### src/rtl/pc_ctrl_if.sv
// rtl/pc_ctrl_if.sv - PC controller bus: PC register, instruction fetch and redirect signals
// Optional trap port present only when PC_TRAP_EN is defined.
interface pc_ctrl_if;
  logic [31:0] pc_q;
  logic        pc_ena;
  logic [31:0] pc_d;
  logic        imem_req;
  logic        imem_ack;
  logic        stall;
  logic        br_taken;
  logic [31:0] br_target;
  logic        jmp;
  logic [31:0] jmp_target;
`ifdef PC_TRAP_EN
  logic        trap;
`endif
  logic        fetch_valid;

`ifdef PC_TRAP_EN
  modport master (
    input  pc_q, imem_ack, stall, br_taken, br_target, jmp, jmp_target, trap,
    output pc_ena, pc_d, imem_req, fetch_valid
  );
  modport slave (
    output pc_q, imem_ack, stall, br_taken, br_target, jmp, jmp_target, trap,
    input  pc_ena, pc_d, imem_req, fetch_valid
  );
`else
  modport master (
    input  pc_q, imem_ack, stall, br_taken, br_target, jmp, jmp_target,
    output pc_ena, pc_d, imem_req, fetch_valid
  );
  modport slave (
    output pc_q, imem_ack, stall, br_taken, br_target, jmp, jmp_target,
    input  pc_ena, pc_d, imem_req, fetch_valid
  );
`endif
endinterface

### src/rtl/pc_ctrl.sv
// rtl/pc_ctrl.sv - program counter sequencer: boot, fetch handshake, stall hold and redirect selection
// Optional trap redirect enabled by defining PC_TRAP_EN.
module pc_ctrl #(
  parameter logic [31:0] RESET_PC = 32'h0040_0000,
  parameter logic [31:0] TRAP_PC  = 32'h0040_0004
) (
  input  logic     clk,
  input  logic     rst,
  pc_ctrl_if.master bus
);

  typedef enum logic [1:0] {
    BOOT  = 2'd0,
    FETCH = 2'd1,
    ISSUE = 2'd2,
    HOLD  = 2'd3
  } state_t;

  state_t      state;
  state_t      state_nxt;

  // Redirect priority level: 0 none, 1 branch, 2 jump, 3 trap.
  logic [1:0]  req_lvl;
  logic [31:0] req_tgt;
  logic [1:0]  pend_lvl;
  logic [31:0] pend_tgt;
  logic [31:0] next_pc;

`ifndef PC_TRAP_EN
  wire unused_trap_pc = ^TRAP_PC;
`endif

  // Highest-priority redirect currently requested, target word-aligned.
  always_comb begin
    req_lvl = 2'd0;
    req_tgt = 32'h0;
`ifdef PC_TRAP_EN
    if (bus.trap) begin
      req_lvl = 2'd3;
      req_tgt = TRAP_PC & ~32'h3;
    end else
`endif
    if (bus.jmp) begin
      req_lvl = 2'd2;
      req_tgt = bus.jmp_target & ~32'h3;
    end else if (bus.br_taken) begin
      req_lvl = 2'd1;
      req_tgt = bus.br_target & ~32'h3;
    end
  end

  // Redirects seen while a fetch is outstanding are held until the PC can move;
  // only a strictly higher-priority request replaces the one already held.
  always_ff @(posedge clk or posedge rst) begin
    if (rst) begin
      pend_lvl <= 2'd0;
      pend_tgt <= 32'h0;
    end else if (state == FETCH) begin
      if (req_lvl > pend_lvl) begin
        pend_lvl <= req_lvl;
        pend_tgt <= req_tgt;
      end
    end else if (bus.pc_ena) begin
      pend_lvl <= 2'd0;
    end
  end

  // Next PC: held redirect, then a live redirect, then sequential with natural wrap.
  always_comb begin
    if (pend_lvl != 2'd0)     next_pc = pend_tgt;
    else if (req_lvl != 2'd0) next_pc = req_tgt;
    else                      next_pc = bus.pc_q + 32'd4;
  end

  // State register.
  always_ff @(posedge clk or posedge rst) begin
    if (rst) state <= BOOT;
    else     state <= state_nxt;
  end

  // Next-state logic; ack is only meaningful while fetching.
  always_comb begin
    state_nxt = state;
    case (state)
      BOOT:    state_nxt = FETCH;
      FETCH:   state_nxt = bus.imem_ack ? ISSUE : FETCH;
      ISSUE:   state_nxt = bus.stall ? HOLD : FETCH;
      HOLD:    state_nxt = bus.stall ? HOLD : FETCH;
      default: state_nxt = BOOT;
    endcase
  end

  // Outputs are forced quiet while reset is held so nothing leaks out of BOOT.
  always_comb begin
    bus.pc_ena      = 1'b0;
    bus.pc_d        = 32'h0;
    bus.imem_req    = 1'b0;
    bus.fetch_valid = 1'b0;
    if (!rst) begin
      case (state)
        BOOT: begin
          bus.pc_ena = 1'b1;
          bus.pc_d   = RESET_PC;
        end
        FETCH: begin
          bus.imem_req = 1'b1;
        end
        ISSUE: begin
          bus.fetch_valid = (pend_lvl == 2'd0);
          bus.pc_ena      = ~bus.stall;
          bus.pc_d        = next_pc;
        end
        HOLD: begin
          bus.pc_ena = ~bus.stall;
          bus.pc_d   = next_pc;
        end
        default: ;
      endcase
    end
  end

endmodule

### src/flat_wrapper.sv
// flat-port wrapper written by rule: the top's interface ports become plain ports
module pc_ctrl_flat 
#(
  parameter logic [31:0] RESET_PC = 32'h0040_0000,
  parameter logic [31:0] TRAP_PC  = 32'h0040_0004
)
  (clk, rst, bus_pc_q, bus_imem_ack, bus_stall, bus_br_taken, bus_br_target, bus_jmp, bus_jmp_target, bus_pc_ena, bus_pc_d, bus_imem_req, bus_fetch_valid);
  pc_ctrl_if bus_i ();
  input  logic clk;
  input  logic rst;
  input wire logic [$bits(bus_i.pc_q)-1:0] bus_pc_q;
  input wire logic [$bits(bus_i.imem_ack)-1:0] bus_imem_ack;
  input wire logic [$bits(bus_i.stall)-1:0] bus_stall;
  input wire logic [$bits(bus_i.br_taken)-1:0] bus_br_taken;
  input wire logic [$bits(bus_i.br_target)-1:0] bus_br_target;
  input wire logic [$bits(bus_i.jmp)-1:0] bus_jmp;
  input wire logic [$bits(bus_i.jmp_target)-1:0] bus_jmp_target;
  output wire logic [$bits(bus_i.pc_ena)-1:0] bus_pc_ena;
  output wire logic [$bits(bus_i.pc_d)-1:0] bus_pc_d;
  output wire logic [$bits(bus_i.imem_req)-1:0] bus_imem_req;
  output wire logic [$bits(bus_i.fetch_valid)-1:0] bus_fetch_valid;
  assign bus_i.pc_q = bus_pc_q;
  assign bus_i.imem_ack = bus_imem_ack;
  assign bus_i.stall = bus_stall;
  assign bus_i.br_taken = bus_br_taken;
  assign bus_i.br_target = bus_br_target;
  assign bus_i.jmp = bus_jmp;
  assign bus_i.jmp_target = bus_jmp_target;
  assign bus_pc_ena = bus_i.pc_ena;
  assign bus_pc_d = bus_i.pc_d;
  assign bus_imem_req = bus_i.imem_req;
  assign bus_fetch_valid = bus_i.fetch_valid;
  pc_ctrl #(.RESET_PC(RESET_PC), .TRAP_PC(TRAP_PC)) u_core (.clk(clk), .rst(rst), .bus(bus_i));
endmodule
### config.mk
export PLATFORM = sky130hd
export DESIGN_NAME = pc_ctrl_flat
export DESIGN_NICKNAME = d
export VERILOG_FILES = /design/src/rtl/pc_ctrl_if.sv /design/src/rtl/pc_ctrl.sv /design/src/flat_wrapper.sv
export SDC_FILE = /design/constraint.sdc
export NUM_CORES = 1
export LEC_CHECK = 0
export BUFFER_PORTS_ARGS = -buffer_cell sky130_fd_sc_hd__buf_2
export CAP_MARGIN = 25
export CORE_ASPECT_RATIO = 1.4
export CORE_MARGIN = 2
export CORE_UTILIZATION = 50
export CTS_BUF_LIST = sky130_fd_sc_hd__clkbuf_16
export DETAILED_ROUTE_END_ITERATION = 7
export PLACE_DENSITY = 0.86
export SKIP_LAST_GASP = 1
export SLEW_MARGIN = 20
export SYNTH_ARGS = -nofsm -noshare
export SYNTH_HDL_FRONTEND = slang
export SYNTH_SLANG_ARGS = --single-unit
### constraint.sdc
create_clock -name clk -period 5.4 [get_ports clk]
set_clock_uncertainty 0.1 [all_clocks]
set_input_delay 0.27 -clock clk [delete_from_list [all_inputs] [get_ports clk]]
set_output_delay 0.27 -clock clk [all_outputs]
set_load 0.05 [all_outputs]
==> results of run 1 <==
-- report_power, final --
group / leakage (nW) / switching, mW / internal (mW)
clock network: 0.0723 / 0.102 / 0.165
logic: 1.19 / 0.487 / 0.202
registers: 0.433 / 0.0569 / 0.357
total: 1.69 / 0.646 / 0.724
-- final timing paths --
kind / slack [ns] / cells past startpoint / from / to
setup / recovery: 2.63 / 7 / bus_pc_q[5] / bus_pc_d[27]
hold / removal: 0.06 / 3 / rst / u_core.pend_tgt[28]
setup reg to reg: 3.19 / 5 / u_core.pend_lvl[1] / u_core.pend_tgt[24]
hold reg to reg: 0.37 / 2 / u_core.pend_tgt[9] / u_core.pend_tgt[9]
max in group asynchronous: 4.82 / 3 / rst / u_core.pend_tgt[30]
min in group clk: 0.07 / 2 / bus_imem_ack / u_core.state[0]
-- layout make-up --
class,count,area [um2],area share
clock buffer,5,125.1,0.03475
clock inverter,2,7.507,0.002085
inverter,13,48.80,0.01355
multi-input combinational,305,1765,0.4903
sequential,34,850.8,0.2363
tap,68,85.08,0.02363
timing repair buffer,137,718.2,0.1994
-- metal layers --
metal  share of wire  vias up  wire, um  GRT usage
met4           0.030        0       264     0.1378
met1            0.38     1572      3371     0.3430
met3           0.060       22       531    0.03190
met5               0        -         0          0
li1                -     1625         -          -
met2            0.53      146      4732     0.5183
-- stage by stage --
stage	setup slack (ns)	hold slack, ns
3_3_place_gp	2.649	0.3561
4_1_cts	2.489	0.07572
3_5_place_dp	2.619	0.3610
2_1_floorplan	2.273	0.2587
6_report	2.627	0.06145
5_1_grt	2.436	0.08682
-- cells by family (layout without fill, tap and decap cells) --
kind of cell    Yosys count  count (layout)
simple gates            129             129
xor+xnor                 19              19
buf+inv                  41             157
compound gates          153             153
mux                       1               1
flops                    34              34
fa+ha+maj                 3               3
-- cell usage after synthesis, types with 2 or more instances --
master / n
sky130_fd_sc_hd__a21boi_0: 5
sky130_fd_sc_hd__a21oi_1: 15
sky130_fd_sc_hd__a22oi_1: 28
sky130_fd_sc_hd__a31oi_1: 16
sky130_fd_sc_hd__buf_1: 3
sky130_fd_sc_hd__clkbuf_1: 24
sky130_fd_sc_hd__dfrtp_1: 34
sky130_fd_sc_hd__ha_1: 3
sky130_fd_sc_hd__inv_1: 13
sky130_fd_sc_hd__nand2_1: 60
sky130_fd_sc_hd__nand3_1: 16
sky130_fd_sc_hd__nand4_1: 4
sky130_fd_sc_hd__nor2_1: 16
sky130_fd_sc_hd__nor2b_1: 3
sky130_fd_sc_hd__nor3_1: 12
sky130_fd_sc_hd__nor4_1: 6
sky130_fd_sc_hd__o211ai_1: 2
sky130_fd_sc_hd__o21a_1: 2
sky130_fd_sc_hd__o21ai_0: 70
sky130_fd_sc_hd__o22ai_1: 4
sky130_fd_sc_hd__o31a_1: 2
sky130_fd_sc_hd__o31ai_1: 2
sky130_fd_sc_hd__or4_1: 4
sky130_fd_sc_hd__xnor2_1: 6
sky130_fd_sc_hd__xor2_1: 13
-- sequential cells by signal (all words and copies together) (netlist names) --
register         cells
u_core.pend_tgt     30
u_core.pend_lvl      2
u_core.state         2
-- worst register-to-register path: cells and delay by family (launching register included) --
family | cells | cell delay, ns
AO/OA/AOI/OAI | 3 | 1.16
flip-flops | 1 | 0.42
adder cells (fa/ha/maj) | 1 | 0.29
buffers and inverters | 1 | 0.07
==> impl_metrics.toml, run 1 <==
[placement]
hpwl_after_dpl_mm = 6.383
placed_cells_incl_taps = 556
place_congestion = 0.8627
placedInstanceArea_um2 = 3441
port-buffer-count = 132

[timing]
final-setup-viol-count = 0
post-route-min-period_ns = 2.773
max_freq_mhz = 360.6
max_slew_margin = 0.3802
grt_setup_unrepaired = "false"
hold_viol = 0
final_min_period_over_clock_period = 0.5136
totalNegativeSetupSlack_ns = 0
max_slew.worst_pin.slew_ns = 0.9298
slew_violations = 0

[worst_setup_path]
critical_path.n_buffers_inverters = 2
most_frequent_cp_cell = "sky130_fd_sc_hd__buf_2"
critPathMaxFanout = 12
setup.worst_path.end_class = "output pin"
crit_chain = "buf_2 > nand3_1 > or4_1 > nor3_1 > o21ai_0 > a31oi_1 > buf_2"
timing.critical_path.arrival_ns = 2.40
cp_slowest_cell = "sky130_fd_sc_hd__or4_1"
worst-setup-path-type = "primary input to output pin"
start_kind = "primary input"
crit_required_ns = 5.03
worst_path_largest_cell_delay_ns = 0.85
path_delay_family = "simple AND/OR/NAND/NOR gates"

[cells_and_area]
finish.utilization = 0.6613
areaGrowthSynthToFinish_pct = 30.17
post_route_cells_drive_above_1_share = 0.3044
antennaDiodeCount = 0
leading_cell_type_in_the_layout_fill_and_taps_excluded = "sky130_fd_sc_hd__buf_2"
layout.cell_area.non_filler_um2 = 3601
n_fill_cell = 489
final-instance-count-excl-fill = 564
layout_common_cells = "sky130_fd_sc_hd__buf_2, sky130_fd_sc_hd__o21ai_0, sky130_fd_sc_hd__nand2_1"
finish.net_count = 601

[synthesis]
seq_area_frac_synth = 0.3076
synth_adder_area_share = 0.01357
postSynthNetCount = 485
area_fraction_in_and_or_nand_and_nor_cells_after_synthesis = 0.2234
synthesis.area_per_instance_um2 = 7.280
synth-compound-area-share = 0.3333
synthXorXnorAreaFrac = 0.06015
synth_top_family_by_area = "compound AO/OA/AOI/OAI gates"
netlist_instances = 380
ys_ff_latch = 34
synthArstFlopShare = 1.000
number_of_enable_type_register_cells_in_the_synthesized_netlist = 0
synth_top_area_frac = 0.3076
netlist-cell-type-count = 42
yosys.area.top_type = "sky130_fd_sc_hd__dfrtp_1"
synth_top_cells_by_area = "sky130_fd_sc_hd__dfrtp_1, sky130_fd_sc_hd__o21ai_0, sky130_fd_sc_hd__nand2_1"
synth_mux_area_frac = 0.003618
post_synth_instance_area_um2 = 2766
synth_top_flop_cell = "sky130_fd_sc_hd__dfrtp_1"
yosys_warnings = 0

[clock_network]
worst_setup_hold_path_clk_slew_ns = 0.05
post_cts_buffers = 0
cts.hold.buffers_added = 0
cts_max_level = 2
clock-sinks = 34
cts_root_buf = "sky130_fd_sc_hd__clkbuf_16"
clk-insertion-delay-late_ns = 0.28
cts-buffers-inserted = 5
cts-root-to-sink-buffers = 2
postCtsResizedCells = 0
cts_tree = "built"

[floorplanning]
fp.coreArea_um2 = 5445
die_x_um = 66.87
die_height_um = 92.01
num_rows = 32
floorplan.die_area_um2 = 6152
ioPinCount = 137
initial_utilization = 0.5080

[routing]
wl_per_cell_um = 15.78
antenna_violating_nets_post_route = 0
number_of_design_rule_violations_left_after_detail_routing = 0
drt_iter0_markers = 200
drtPass1Iterations = 6
via_total_after_detailed_routing = 3365
totalWireLength_mm = 8.899
via_per_inst = 5.966

[status]
outcome = "finished clean"

[global_route]
antenna_found_initial = 0
largest_net_degree_at_the_start_of_global_routing = 65
wire_length_of_the_first_global_routing_pass_mm = 14.20
first_global_vias = 3180
gr-usage-all-layers = 0.2929
grt_remaining_overflow = 0

[pwr]
p_leak_nw = 1.693
irDropWorstVdd_mv = 0.2207
total_power_mw = 1.370
pwr_density_cell_nw_per_um2 = 380.4

[job]
max_cap_viol_count = 0

[min_path]
timing.hold.worst.class = "primary input to asynchronous set/reset pin"
No activity file was read; power rests on OpenSTA's default activity.
==> run 2: changes to the inputs <==
--- a/config.mk
+++ b/config.mk
@@ -9,10 +9,10 @@
 export CAP_MARGIN = 25
 export CORE_ASPECT_RATIO = 1.4
 export CORE_MARGIN = 2
-export CORE_UTILIZATION = 50
+export CORE_UTILIZATION = 47
 export CTS_BUF_LIST = sky130_fd_sc_hd__clkbuf_16
 export DETAILED_ROUTE_END_ITERATION = 7
-export PLACE_DENSITY = 0.86
+export PLACE_DENSITY = 0.82
 export SKIP_LAST_GASP = 1
 export SLEW_MARGIN = 20
 export SYNTH_ARGS = -nofsm -noshare
==> constraint.sdc (replaced) <==
create_clock -name clk -period 2.9 [get_ports clk]
set_clock_uncertainty 0.1 [all_clocks]
set_input_delay 0.145 -clock clk [delete_from_list [all_inputs] [get_ports clk]]
set_output_delay 0.145 -clock clk [all_outputs]
set_load 0.05 [all_outputs]
==> run 2 against run 1 <==
Compared with the run above: sequential power is 86% higher; routed wire length up 1.2%; sequential share of layout area is 0.54 points lower; register-to-register slack worse by 2.5 ns; final cell count grew 2.0%; die area grew 6.0%; power rose by 92%; largest power group unchanged; highest routed layer unchanged.
==> impl_metrics.toml, run 2 (synthesis results as in run 1) <==
[status]
outcome = "finished clean"

[floorplanning]
num_rows = 33
die_height_um = 94.78
ioPinCount = 137
floorplan.die_area_um2 = 6524
initial_utilization = 0.4786
die_x_um = 68.84
fp.coreArea_um2 = 5781

[global_route]
grt_remaining_overflow = 0
wire_length_of_the_first_global_routing_pass_mm = 14.09
gr-usage-all-layers = 0.2805
largest_net_degree_at_the_start_of_global_routing = 65
first_global_vias = 3062
antenna_found_initial = 0

[timing]
max_freq_mhz = 418.5
max_slew.worst_pin.slew_ns = 0.9441
slew_violations = 0
final_min_period_over_clock_period = 0.8239
post-route-min-period_ns = 2.389
final-setup-viol-count = 0
finalWorstSetupSlack_ns = 0.5107
grt_setup_unrepaired = "false"
hold_viol = 0
max_slew_margin = 0.3706
totalNegativeSetupSlack_ns = 0

[clock_network]
cts-root-to-sink-buffers = 2
clock-sinks = 34
cts.hold.buffers_added = 3
worst_setup_hold_path_clk_slew_ns = 0.05
cts-buffers-inserted = 5
cts_max_level = 2
cts_tree = "built"
post_cts_buffers = 0
clk-insertion-delay-late_ns = 0.28
postCtsResizedCells = 0
cts_root_buf = "sky130_fd_sc_hd__clkbuf_16"

[cells_and_area]
layout_common_cells = "sky130_fd_sc_hd__buf_2, sky130_fd_sc_hd__o21ai_0, sky130_fd_sc_hd__nand2_1"
areaGrowthSynthToFinish_pct = 33.20
final-instance-count-excl-fill = 575
largest-register = "u_core.pend_tgt"
post_route_cells_drive_above_1_share = 0.3129
multi_input_area_um2 = 1765
biggestRegsByFlops = "u_core.pend_tgt x30, u_core.pend_lvl x2, u_core.state x2"
leading_cell_type_in_the_layout_fill_and_taps_excluded = "sky130_fd_sc_hd__buf_2"
layout.area.seq_um2 = 850.8
largest_register_ffs = 30
n_fill_cell = 528
antennaDiodeCount = 0
finish.utilization = 0.6374
finish.net_count = 610

[worst_setup_path]
crit_chain = "buf_2 > ha_1 > nand2_1 > or4_1 > nor4b_1 > o21ai_0 > a31oi_1 > buf_2"
worst_path_largest_cell_delay_ns = 0.56
most_frequent_cp_cell = "sky130_fd_sc_hd__buf_2"
timing.rr.start = "u_core.pend_lvl[1]"
critPathMaxFanout = 6
r2r_cells = 5
crit_required_ns = 2.65
startpoint = "bus_pc_q[2]"
setup.worst_path.end_class = "output pin"
cp_slowest_cell = "sky130_fd_sc_hd__or4_1"
start_kind = "primary input"
timing.critical_path.arrival_ns = 2.14
regToRegEndpoint = "u_core.pend_tgt[20]"
setup.reg_to_reg.worst_slack_ns = 0.69
worst-setup-path-type = "primary input to output pin"
endpoint = "bus_pc_d[26]"

[routing]
via_total_after_detailed_routing = 3394
via_per_inst = 5.903
number_of_design_rule_violations_left_after_detail_routing = 0
wl_per_cell_um = 15.66
antenna_violating_nets_post_route = 0
drtPass1Iterations = 4
drt_iter0_markers = 264
totalWireLength_mm = 9.004

[placement]
detailedPlace.worstSlack_ns = 0.5031
hpwl_after_dpl_mm = 6.625
placed_cells_incl_taps = 565
place_congestion = 0.8722
port-buffer-count = 132

[pwr]
pwr_density_cell_nw_per_um2 = 712.1
p_leak_nw = 1.730
irDropWorstVdd_mv = 0.3824

[job]
max_cap_viol_count = 0

[min_path]
timing.hold.worst.class = "primary input to flip-flop"
[run 2: changes by cell type in the layout (fill, tap and decap cells not counted), sizes merged]
| cell | change |
|---|---|
| buf | +6 |
| inv | -2 |
| clkinv | +1 |
| dlygate4sd3 | +3 |
| bufinv | +1 |
[run 2: through the flow]
stage	cell area [um2]	power [mW]	hold slack (ns)
2_1_floorplan	2766	1.680	0.1337
3_3_place_gp	3496	1.971	0.2323
3_5_place_dp	3496	2.020	0.2367
4_1_cts	3685	2.621	0.07831
5_1_grt	3685	2.796	0.1001
6_report	3685	2.624	0.08121
[run 2: per-layer routing]
metal	wire (um)	vias to the layer above	GRT usage
met3	499	23	0.04172
met5	0	-	0
met1	3530	1594	0.3498
met4	250	0	0.1013
met2	4724	129	0.4800
li1	-	1648	-
[run 2: worst min-delay path by stage]
stage / cells after the start / start / slack [ns] / endpoint
after floorplan: 1 / bus_imem_ack / 0.13 / u_core.state[0]
after global placement: 3 / rst / 0.23 / u_core.state[1]
after detailed placement: 3 / rst / 0.24 / u_core.pend_lvl[1]
after CTS: 3 / bus_br_target[7] / 0.08 / u_core.pend_tgt[7]
after global routing: 3 / bus_br_target[7] / 0.10 / u_core.pend_tgt[7]
final: 3 / bus_br_target[7] / 0.08 / u_core.pend_tgt[7]
[run 2: worst max-delay path: cells and delay by family]
kind / cells / cell delay (ns)
adders and majority gates: 1 / 0.24
buffers and inverters: 2 / 0.39
AOI/OAI and AO/OA: 2 / 0.35
and+or+nand+nor: 3 / 1.00
[run 2: power breakdown]
group          leakage [nW]  internal (mW)  switching (mW)
clock                0.0773          0.397           0.195
sequential            0.433          0.664           0.108
combinational          1.22          0.359           0.901
total                  1.73           1.42            1.20
[run 2: layout make-up]
class / count / area share
tap: 70 / 0.02377
sequential: 34 / 0.2309
multi-input combinational: 305 / 0.4791
inverter: 13 / 0.01324
clock buffer: 5 / 0.03396
clock inverter: 2 / 0.009168
timing repair buffer: 146 / 0.2098
